--- src/rtl/alu_issue_pkg.sv ---
// Shared opcode, flag and pending-tracker definitions for the ALU issue stage.
// Imported by the issue stage top level and its register file.
package alu_issue_pkg;

    localparam int XLEN = 32;
    localparam int AW   = 5;

    localparam logic [4:0] OP_NOP = 5'h00;
    localparam logic [4:0] OP_LD  = 5'h01;
    localparam logic [4:0] OP_ADD = 5'h03;
    localparam logic [4:0] OP_SUB = 5'h04;
    localparam logic [4:0] OP_AND = 5'h05;
    localparam logic [4:0] OP_OR  = 5'h06;
    localparam logic [4:0] OP_XOR = 5'h07;
    localparam logic [4:0] OP_NOT = 5'h08;
    localparam logic [4:0] OP_SL  = 5'h09;
    localparam logic [4:0] OP_SR  = 5'h0A;

    localparam int FLAG_Z = 3;
    localparam int FLAG_N = 2;
    localparam int FLAG_C = 1;
    localparam int FLAG_V = 0;

    typedef struct packed {
        logic          valid;
        logic [AW-1:0] rd;
    } pend_t;

    function automatic logic is_alu_op(input logic [4:0] op);
        case (op)
            OP_LD, OP_ADD, OP_SUB, OP_AND, OP_OR,
            OP_XOR, OP_NOT, OP_SL, OP_SR: return 1'b1;
            default:                      return 1'b0;
        endcase
    endfunction

    function automatic logic uses_rs2(input logic [4:0] op);
        case (op)
            OP_ADD, OP_SUB, OP_AND, OP_OR,
            OP_XOR, OP_SL, OP_SR: return 1'b1;
            default:              return 1'b0;
        endcase
    endfunction

endpackage

--- src/rtl/alu_issue_stage_regfile.sv ---
// 2-read/1-write register file; r0 is hardwired to zero and reads see a
// same-cycle write (write-through bypass).
module alu_regfile
    import alu_issue_pkg::*;
#(
    parameter int NREGS = 32
) (
    input  logic            clk_i,
    input  logic            rst_i,
    input  logic [AW-1:0]   raddr_a_i,
    input  logic [AW-1:0]   raddr_b_i,
    output logic [XLEN-1:0] rdata_a_o,
    output logic [XLEN-1:0] rdata_b_o,
    input  logic            we_i,
    input  logic [AW-1:0]   waddr_i,
    input  logic [XLEN-1:0] wdata_i
);

    logic [XLEN-1:0] regs_q [NREGS];

    always_ff @(posedge clk_i or posedge rst_i) begin
        if (rst_i) begin
            for (int i = 0; i < NREGS; i++) begin
                regs_q[i] <= '0;
            end
        end else if (we_i && waddr_i != '0) begin
            regs_q[waddr_i] <= wdata_i;
        end
    end

    always_comb begin
        rdata_a_o = regs_q[raddr_a_i];
        if (raddr_a_i == '0) begin
            rdata_a_o = '0;
        end else if (we_i && waddr_i == raddr_a_i) begin
            rdata_a_o = wdata_i;
        end
    end

    always_comb begin
        rdata_b_o = regs_q[raddr_b_i];
        if (raddr_b_i == '0) begin
            rdata_b_o = '0;
        end else if (we_i && waddr_i == raddr_b_i) begin
            rdata_b_o = wdata_i;
        end
    end

endmodule

--- src/rtl/alu_issue_stage.sv ---
// Operand-fetch/issue stage in front of the ALU: RAW hazard stall, operand
// launch, result writeback after ALU_LAT cycles and status flag capture.
module alu_issue_stage
    import alu_issue_pkg::*;
#(
    parameter int NREGS   = 32,
    parameter int ALU_LAT = 1
) (
    input  logic            clk,
    input  logic            rst,
    input  logic            in_valid,
    output logic            in_ready,
    input  logic [4:0]      in_op,
    input  logic [AW-1:0]   in_rd,
    input  logic [AW-1:0]   in_rs1,
    input  logic [AW-1:0]   in_rs2,
    input  logic            in_use_imm,
    input  logic [XLEN-1:0] in_imm,
    output logic [XLEN-1:0] busA,
    output logic [XLEN-1:0] busB,
    output logic [4:0]      operation,
    input  logic [XLEN-1:0] result,
    input  logic            z,
    input  logic            n,
    input  logic            c,
    input  logic            v,
    output logic            wb_valid,
    output logic [AW-1:0]   wb_rd,
    output logic [XLEN-1:0] wb_data,
    output logic [3:0]      flags
);

    logic [XLEN-1:0] rdata_a, rdata_b;
    logic [XLEN-1:0] busA_q, busA_d, busB_q, busB_d;
    logic [4:0]      operation_q, operation_d;
    logic            wb_valid_q;
    logic [AW-1:0]   wb_rd_q;
    logic [XLEN-1:0] wb_data_q;
    logic [3:0]      flags_q;
    pend_t           pend_q [ALU_LAT+1];
    pend_t           pend_d, wb_ent;
    logic            use_a, use_b, hazard, accept, rf_we;

    assign wb_ent = pend_q[ALU_LAT];
    assign rf_we  = wb_ent.valid && wb_ent.rd != '0;

    alu_regfile #(.NREGS(NREGS)) u_rf (
        .clk_i     (clk),
        .rst_i     (rst),
        .raddr_a_i (in_rs1),
        .raddr_b_i (in_rs2),
        .rdata_a_o (rdata_a),
        .rdata_b_o (rdata_b),
        .we_i      (rf_we),
        .waddr_i   (wb_ent.rd),
        .wdata_i   (result)
    );

    // An op stays in the tracker until its writeback edge, so a dependent
    // op issues one cycle after the producer has reached the register file.
    always_comb begin
        use_a  = is_alu_op(in_op) && !(in_use_imm && in_op == OP_LD);
        use_b  = uses_rs2(in_op) && !in_use_imm;
        hazard = 1'b0;
        for (int i = 0; i <= ALU_LAT; i++) begin
            if (pend_q[i].valid && pend_q[i].rd != '0) begin
                if (use_a && in_rs1 == pend_q[i].rd) hazard = 1'b1;
                if (use_b && in_rs2 == pend_q[i].rd) hazard = 1'b1;
            end
        end
    end

    assign in_ready = !rst && !hazard;
    assign accept   = in_valid && in_ready;

    always_comb begin
        busA_d      = busA_q;
        busB_d      = busB_q;
        operation_d = OP_NOP;
        pend_d      = '0;
        if (accept) begin
            busA_d      = (in_use_imm && in_op == OP_LD) ? in_imm : rdata_a;
            busB_d      = (in_use_imm && in_op != OP_LD) ? in_imm : rdata_b;
            operation_d = in_op;
            pend_d      = '{valid: is_alu_op(in_op), rd: in_rd};
        end
    end

    always_ff @(posedge clk or posedge rst) begin
        if (rst) begin
            busA_q      <= '0;
            busB_q      <= '0;
            operation_q <= OP_NOP;
            wb_valid_q  <= 1'b0;
            wb_rd_q     <= '0;
            wb_data_q   <= '0;
            flags_q     <= '0;
            for (int i = 0; i <= ALU_LAT; i++) begin
                pend_q[i] <= '0;
            end
        end else begin
            busA_q      <= busA_d;
            busB_q      <= busB_d;
            operation_q <= operation_d;
            pend_q[0]   <= pend_d;
            for (int i = 1; i <= ALU_LAT; i++) begin
                pend_q[i] <= pend_q[i-1];
            end
            wb_valid_q <= rf_we;
            if (rf_we) begin
                wb_rd_q   <= wb_ent.rd;
                wb_data_q <= result;
            end
            if (wb_ent.valid) begin
                flags_q[FLAG_Z] <= z;
                flags_q[FLAG_N] <= n;
                flags_q[FLAG_C] <= c;
                flags_q[FLAG_V] <= v;
            end
        end
    end

    assign busA      = busA_q;
    assign busB      = busB_q;
    assign operation = operation_q;
    assign wb_valid  = wb_valid_q;
    assign wb_rd     = wb_rd_q;
    assign wb_data   = wb_data_q;
    assign flags     = flags_q;

endmodule

--- config.mk ---
export PLATFORM = sky130hd
export DESIGN_NAME = alu_issue_stage
export DESIGN_NICKNAME = d
export VERILOG_FILES = /design/src/rtl/alu_issue_pkg.sv /design/src/rtl/alu_issue_stage_regfile.sv /design/src/rtl/alu_issue_stage.sv
export SDC_FILE = /design/constraint.sdc
export NUM_CORES = 2
export LEC_CHECK = 0
export BUFFER_PORTS_ARGS = -buffer_cell sky130_fd_sc_hd__buf_2
export CAP_MARGIN = 30
export CORE_ASPECT_RATIO = 0.9
export CORE_UTILIZATION = 35
export CTS_CLUSTER_DIAMETER = 50
export DETAILED_ROUTE_END_ITERATION = 10
export PLACE_DENSITY = 0.62
export SLEW_MARGIN = 20
export SYNTH_ARGS = -nofsm -noshare
export SYNTH_HDL_FRONTEND = slang
export SYNTH_HIERARCHICAL = 1
export SYNTH_SLANG_ARGS = --single-unit
export TNS_END_PERCENT = 20
--- constraint.sdc ---
create_clock -name clk -period 44.4 [get_ports clk]
set_input_delay 4.44 -clock clk [delete_from_list [all_inputs] [get_ports clk]]
set_output_delay 4.44 -clock clk [all_outputs]
set_load 0.01 [all_outputs]
# Word level (Yosys, flattened, before mapping)
# Memories as Yosys holds them, arrays and structs flattened.
# Cells that the tools add are included.
word_totals:
  latch_bits: 0
  romBits: 32
  out_inout_bits: 112
  ram_bits: 0
  mem_count: 2
  in_bits: 92
  reg_bits: 1147
  word_cells: 118
op_classes:
  n_reduce_logical: 25
  n_bitwise: 3
  eq_ne: 15
  mux: 26
  div_mod_pow: 0
  mul: 0
  order_cmp: 4
  n_shift: 0
  n_addsub: 0
memory_table:
  columns: ["name", "depth", "width", "read_ports", "rd_ports_with_merged_regs", "write_ports", "line_no", "source"]
  rows:
  - ["(name not given)", 16, 1, 1, 0, 0, "alu_issue_pkg.sv:30", "case (op)"]
  - ["(name not given)", 16, 1, 1, 0, 0, "alu_issue_pkg.sv:30", null]
ops:
  columns: ["op", "n"]
  rows:
  - ["$bwmux 1024", 1]
  - ["$mux 32", 11]
  - ["$bmux 32 s5", 2]
  - ["$demux 32 s5", 1]
  - ["$eq 5x5->1", 6]
  - ["$eq 5x3->1 const B", 4]
  - ["$ge 6x6->1 const B", 3]
  - ["$not 5->6", 3]
  - ["$logic_and 1x1->1", 16]
  - ["$eq 5x4->1 const B", 2]
  - ["$logic_not 5->1", 2]
  - ["$reduce_bool 5->1", 2]
  - ["$mux 1", 9]
  - ["$reduce_or 7->1", 1]
  - ["$lt 6x1->1 const B", 1]
  - ["$mux 6", 1]
  - ["$eq 5x1->1 const B", 1]
  - ["$eq 5x2->1 const B", 1]
  - ["$mux 5", 1]
  - ["$ne 5x1->1 const B", 1]
  - ["$logic_not 1->1", 4]

# Depth between registers and ports, before layout
logic_depth:
  word_depth: 15
  ltp_mapped: 13
  mapped_depth_nobuf: 9

# Modules after synthesis
# Netlist, hierarchy kept.
by_module_without_submodules:
  columns: ["mod", "cells_each", "n_inst", "seq_area_each_um2", "area_per_inst_um2"]
  rows:
  - ["alu_regfile", 3859, 1, 25624.6, 55253.0]
  - ["alu_issue_stage", 449, 1, 3078.0, 5545.3]

# Worst setup path before layout
# Ideal clock, no wire load.
synth_timing:
  kind: "input port to output port"
  startpoint: "input in_op[1]"
  endpoint: "output in_ready"
  path_slack_ns: 34.687
  required_ns: 39.960
  stages: 5
  path_buffers: 0
  arrival_ns: 5.273
  path_cell_list: "a21o_1 -> a21oi_1 -> a21boi_0 -> nand3_1 -> o211a_1"
synth_between:
  elab_chain_len: 13
  word_cells_on_any_way: 28
  classes_between: "eq/ne: 8; mux: 8; reduce/logical: 11; memory: 1"
synth_rtl:
  columns: ["item", "line_no", "source"]
  rows:
  - ["start, declared", "alu_issue_stage.sv:13", "input logic [4:0] in_op,"]
  - ["branches (longest 10 deep; another with $mem_v2 16x1)", null, null]
  - ["$mux 1 (*)", "alu_issue_stage.sv:66", "if (pend_q[i].valid && pend_q[i].rd != '0) begin"]
  - ["$logic_not 1->1 (*)", "alu_issue_stage.sv:73", "assign in_ready = !rst && !hazard;"]
  - ["$logic_and 1x1->1 (*)", "alu_issue_stage.sv:73", null]
  - ["end, declared", "alu_issue_stage.sv:12", "output logic in_ready,"]
# Every way passes the cells marked *.

# Final worst setup path
layout_timing:
  startpoint: "input in_rs2[0]"
  endpoint: "output in_ready"
layout_between:
  elab_chain_len: 9
  word_cells_on_any_way: 11
  classes_between: "eq/ne: 2; mux: 5; reduce/logical: 4"
layout_rtl:
  columns: ["item", "line_no", "source"]
  rows:
  - ["start, declared", "alu_issue_stage.sv:16", "input logic [AW-1:0] in_rs2,"]
  - ["$eq 5x5->1", "alu_issue_stage.sv:68", "if (use_b && in_rs2 == pend_q[i].rd) hazard = 1'b1;"]
  - ["$logic_and 1x1->1", "alu_issue_stage.sv:68", null]
  - ["$mux 1", "alu_issue_stage.sv:68", null]
  - ["$mux 1", "alu_issue_stage.sv:66", null]
  - ["$mux 1", "alu_issue_stage.sv:67", "if (use_a && in_rs1 == pend_q[i].rd) hazard = 1'b1;"]
  - ["$mux 1", "alu_issue_stage.sv:68", null]
  - ["$mux 1 (*)", "alu_issue_stage.sv:66", null]
  - ["$logic_not 1->1 (*)", "alu_issue_stage.sv:73", null]
  - ["$logic_and 1x1->1 (*)", "alu_issue_stage.sv:73", null]
# Mark *: on every way between the ends. The rest lies on a longest branch, timed or not.

==> flow_summary.yaml <==
clock_tree:
  ctsHoldBuffers: 0
  cts_buffer_depth: 3
  cts_buffers: 142
  cts_sinks: 1147
  clk_pin_slew_ns: 0.05
  cts_resized: 0
  root_buffer: "clkbuf_16"
  clk_latency_ns: 0.79
  post_cts_buffers: 0
  htreeDepth: 4
  cts_tree: "yes"
floorplanning:
  die_h_um: 397
  core_um2: 172000
  initial_core_util: 0.354
  io_pins: 204
  row_count: 144
  die_w_um: 441
  dieArea_um2: 175000
global_route:
  grt_max_degree: 110
  grt_use_met1: 0.324
  busiest_layer: "met2"
  grt_pass1_wl_mm: 302
  grt_pass1_vias: 41000
  antenna_found_initial: 8
  track_usage: 0.238
  use_met2: 0.363
  grtUsageMet3: 0.0523
  grt_overflow_total: 0
worst_hold_path:
  min_path_type: "reg2reg"
final_layout:
  fin_nets: 4414
  seq_area_um2: 28700
  final_layout_size_suffix_gt1_frac: 0.469
  fill_cells: 15900
  instances_no_fill: 6701
  syn2layout_area_growth_pct: 12.7
  fin_area_um2: 68500
  multi_input_area_um2: 30100
pwr:
  power.density_nw_per_um2: 38.4
  p_leak_nw: 29.9
  peakVddDrop_v: 0.0000409
setup_path:
  cp_slowest_cell: "buf_12"
  startpoint: "in_rs2[0]"
  cp.arrival_ns: 6.77
  end_kind: "output pin"
  rr_startpoint: "pend_q[2]"
  r2r-end: "busB[21]"
  crit_fanout: 99
  rrSetupSlack_ns: 39.29
  crit_end: "in_ready"
  worstPathRequired_ns: 39.96
  slowest_delay_ns: 0.62
  cp-start-kind: "input pin"
  cp_cell_sequence: "buf_8, buf_12, xnor2_1, nand3_1, nor4_1, a41oi_1, o211a_1, buf_2"
  worstSetupPathType: "in2out"
  rr_worst_depth: 11
sta:
  holdWs_ns: 0.396
  fin_crit_sh: 0.252
  slew_headroom: 0.299
  fmax_ghz: 0.0892
  layout_min_cycle_time_ns: 11.21
  skew_ns: 0.0234
  slew_violations: 0
  rsz0062_at_grt: "false"
  setup_tns_ns: 0
  setup_viol_count_final: 0
  tightest_slew_ns: 1.05
  hold_violations: 0
yosys:
  ys_async_sr_fraction: 1.00
  syn_area_um2: 60800
  synth-seq-cells: 1147
  syn_area_per_cell_um2: 14.1
  synthMuxAreaShare: 0.403
  synthAdderAreaFrac: 0
  synth-edff-count: 0
  synthCells: 4308
  yosys.area_share.simple: 0.0331
  synth.distinct_cells: 65
  ys_dominant_reg_cell: "dfrtp_1"
  synth_fp_nets: 4400
  synth_compound_area_frac: 0.0495
  synth_top_family_by_area: "multiplexers"
  yosys_warnings: 6
  ys_seq_area_frac: 0.472
  synthXorXnorAreaFrac: 0.00447
route:
  routed_via_density: 6.06
  drt_iter0_drc: 4292
  vias: 40600
  drt-total-wl_mm: 209
  drtAntennaViolNets: 0
  wl_per_cell_um: 31.1
  drc: 0
  firstDrtPassIters: 6
placed_design:
  dp_hpwl_mm: 122
  dp.cells: 6433
  gp_congestion: 0.843
  post_dp_cell_area_um2: 63600
  port-buffer-count: 203
status:
  status: "finished, final reports clean"
job:
  drv_cap: 0
worst min-delay path by stage:
stage	startpoint	endpoint	depth (start not counted)
2_1_floorplan	pend_q[11]	pend_q[5]	0
3_3_place_gp	u_rf/regs_q[1019]	u_rf/regs_q[1019]	0
3_5_place_dp	u_rf/regs_q[1001]	u_rf/regs_q[1001]	0
4_1_cts	u_rf/regs_q[1001]	u_rf/regs_q[1001]	0
5_1_grt	u_rf/regs_q[995]	u_rf/regs_q[995]	0
6_report	u_rf/regs_q[993]	u_rf/regs_q[993]	0
placed cells by master, fill, tap and decap left out, drive strengths merged, types with 11 or more instances in the layout:
cell / instances
o21ai: 55
a221oi: 28
nor3: 58
o211ai: 27
nand2: 223
nor2: 73
clkinv: 30
dfrtp: 1147
buf: 322
xor2: 16
mux4: 402
nor3b: 11
mux2i: 239
clkbuf: 193
a31oi: 14
mux2: 1158
a221o: 37
inv: 24
and2: 14
o22ai: 40
nand3: 29
xnor2: 15
a22oi: 99
a211oi: 12
a21oi: 72
flip-flops by register name (all words and copies together) (netlist names):
signal and cells:
flags 4, operation 5, u_rf/regs_q 1024, wb_valid 1, wb_data 32, busB 32, wb_rd 5, pend_q 12
busA 32
critical path, delay by kind of cell:
family,cells,cell delay [ns]
XOR/XNOR,1,0.20
AND/OR/NAND/NOR,2,0.39
AO/OA/AOI/OAI,2,0.38
buffers and inverters,3,1.25
area by class of cell:
class	instances	area share
Sequential cell	1147	0.419
Timing Repair Buffer	323	0.0316
Antenna cell	5	0.000183
Multi-Input combinational cell	2699	0.439
Clock buffer	192	0.0586
Inverter	9	0.000676
Clock inverter	63	0.00974
Tap cell	2263	0.0413
cell usage after synthesis (9+ instances only):
master       n  area share
a211oi_1    12      0.0015
a21oi_1     72      0.0059
a221o_1     37      0.0061
a221oi_1    25      0.0036
a22oi_1     99       0.012
a31oi_1     14      0.0014
and2_1      14      0.0014
buf_1       54      0.0033
buf_2      115      0.0095
buf_4       37      0.0046
buf_6       31      0.0057
clkbuf_1   211       0.013
dfrtp_1   1147        0.47
mux2_1     104       0.019
mux2_2    1054        0.20
mux2i_1    239       0.039
mux4_2     402        0.15
nand2_1    223       0.014
nand3_1     29      0.0024
nor2_1      71      0.0044
nor3_1      55      0.0045
nor3b_1     10      0.0012
o211ai_1    27      0.0033
o21ai_0     48      0.0040
o221ai_1     9      0.0013
o22ai_1     40      0.0041
xnor2_1     15      0.0022
xor2_1      16      0.0023
power by group:
group / switching, mW / internal [mW]
registers: 0.0378 / 1.10
clock network: 0.481 / 0.691
logic: 0.180 / 0.135
layer usage:
metal / vias to the layer above / routed length, um / part of all wire
met3: 437 / 16500 / 0.079
li1: 16400 / - / -
met5: - / 26 / 0.00012
met1: 21900 / 87000 / 0.42
met2: 1845 / 95400 / 0.46
met4: 4 / 9840 / 0.047
stage by stage:
stage          utilization  setup slack, ns  power, mW
2_1_floorplan            -            11.14       1.36
3_3_place_gp         0.370            32.98       1.47
3_5_place_dp         0.370            33.10       1.47
4_1_cts              0.397            33.10       2.65
5_1_grt              0.398            32.95       2.72
6_report             0.398            33.19       2.63
kinds of logic (layout without fill, tap and decap cells):
| kind of cell | count (synthesis) | count (layout) |
|---|---|---|
| other | 0 | 5 |
| AOI/OAI and AO/OA | 425 | 425 |
| DFF | 1147 | 1147 |
| buffers and inverters | 462 | 587 |
| xor gates and xnor gates | 31 | 31 |
| muxes | 1799 | 1799 |
| and+or+nand+nor | 444 | 444 |
Power figures use the tool's default switching activity.
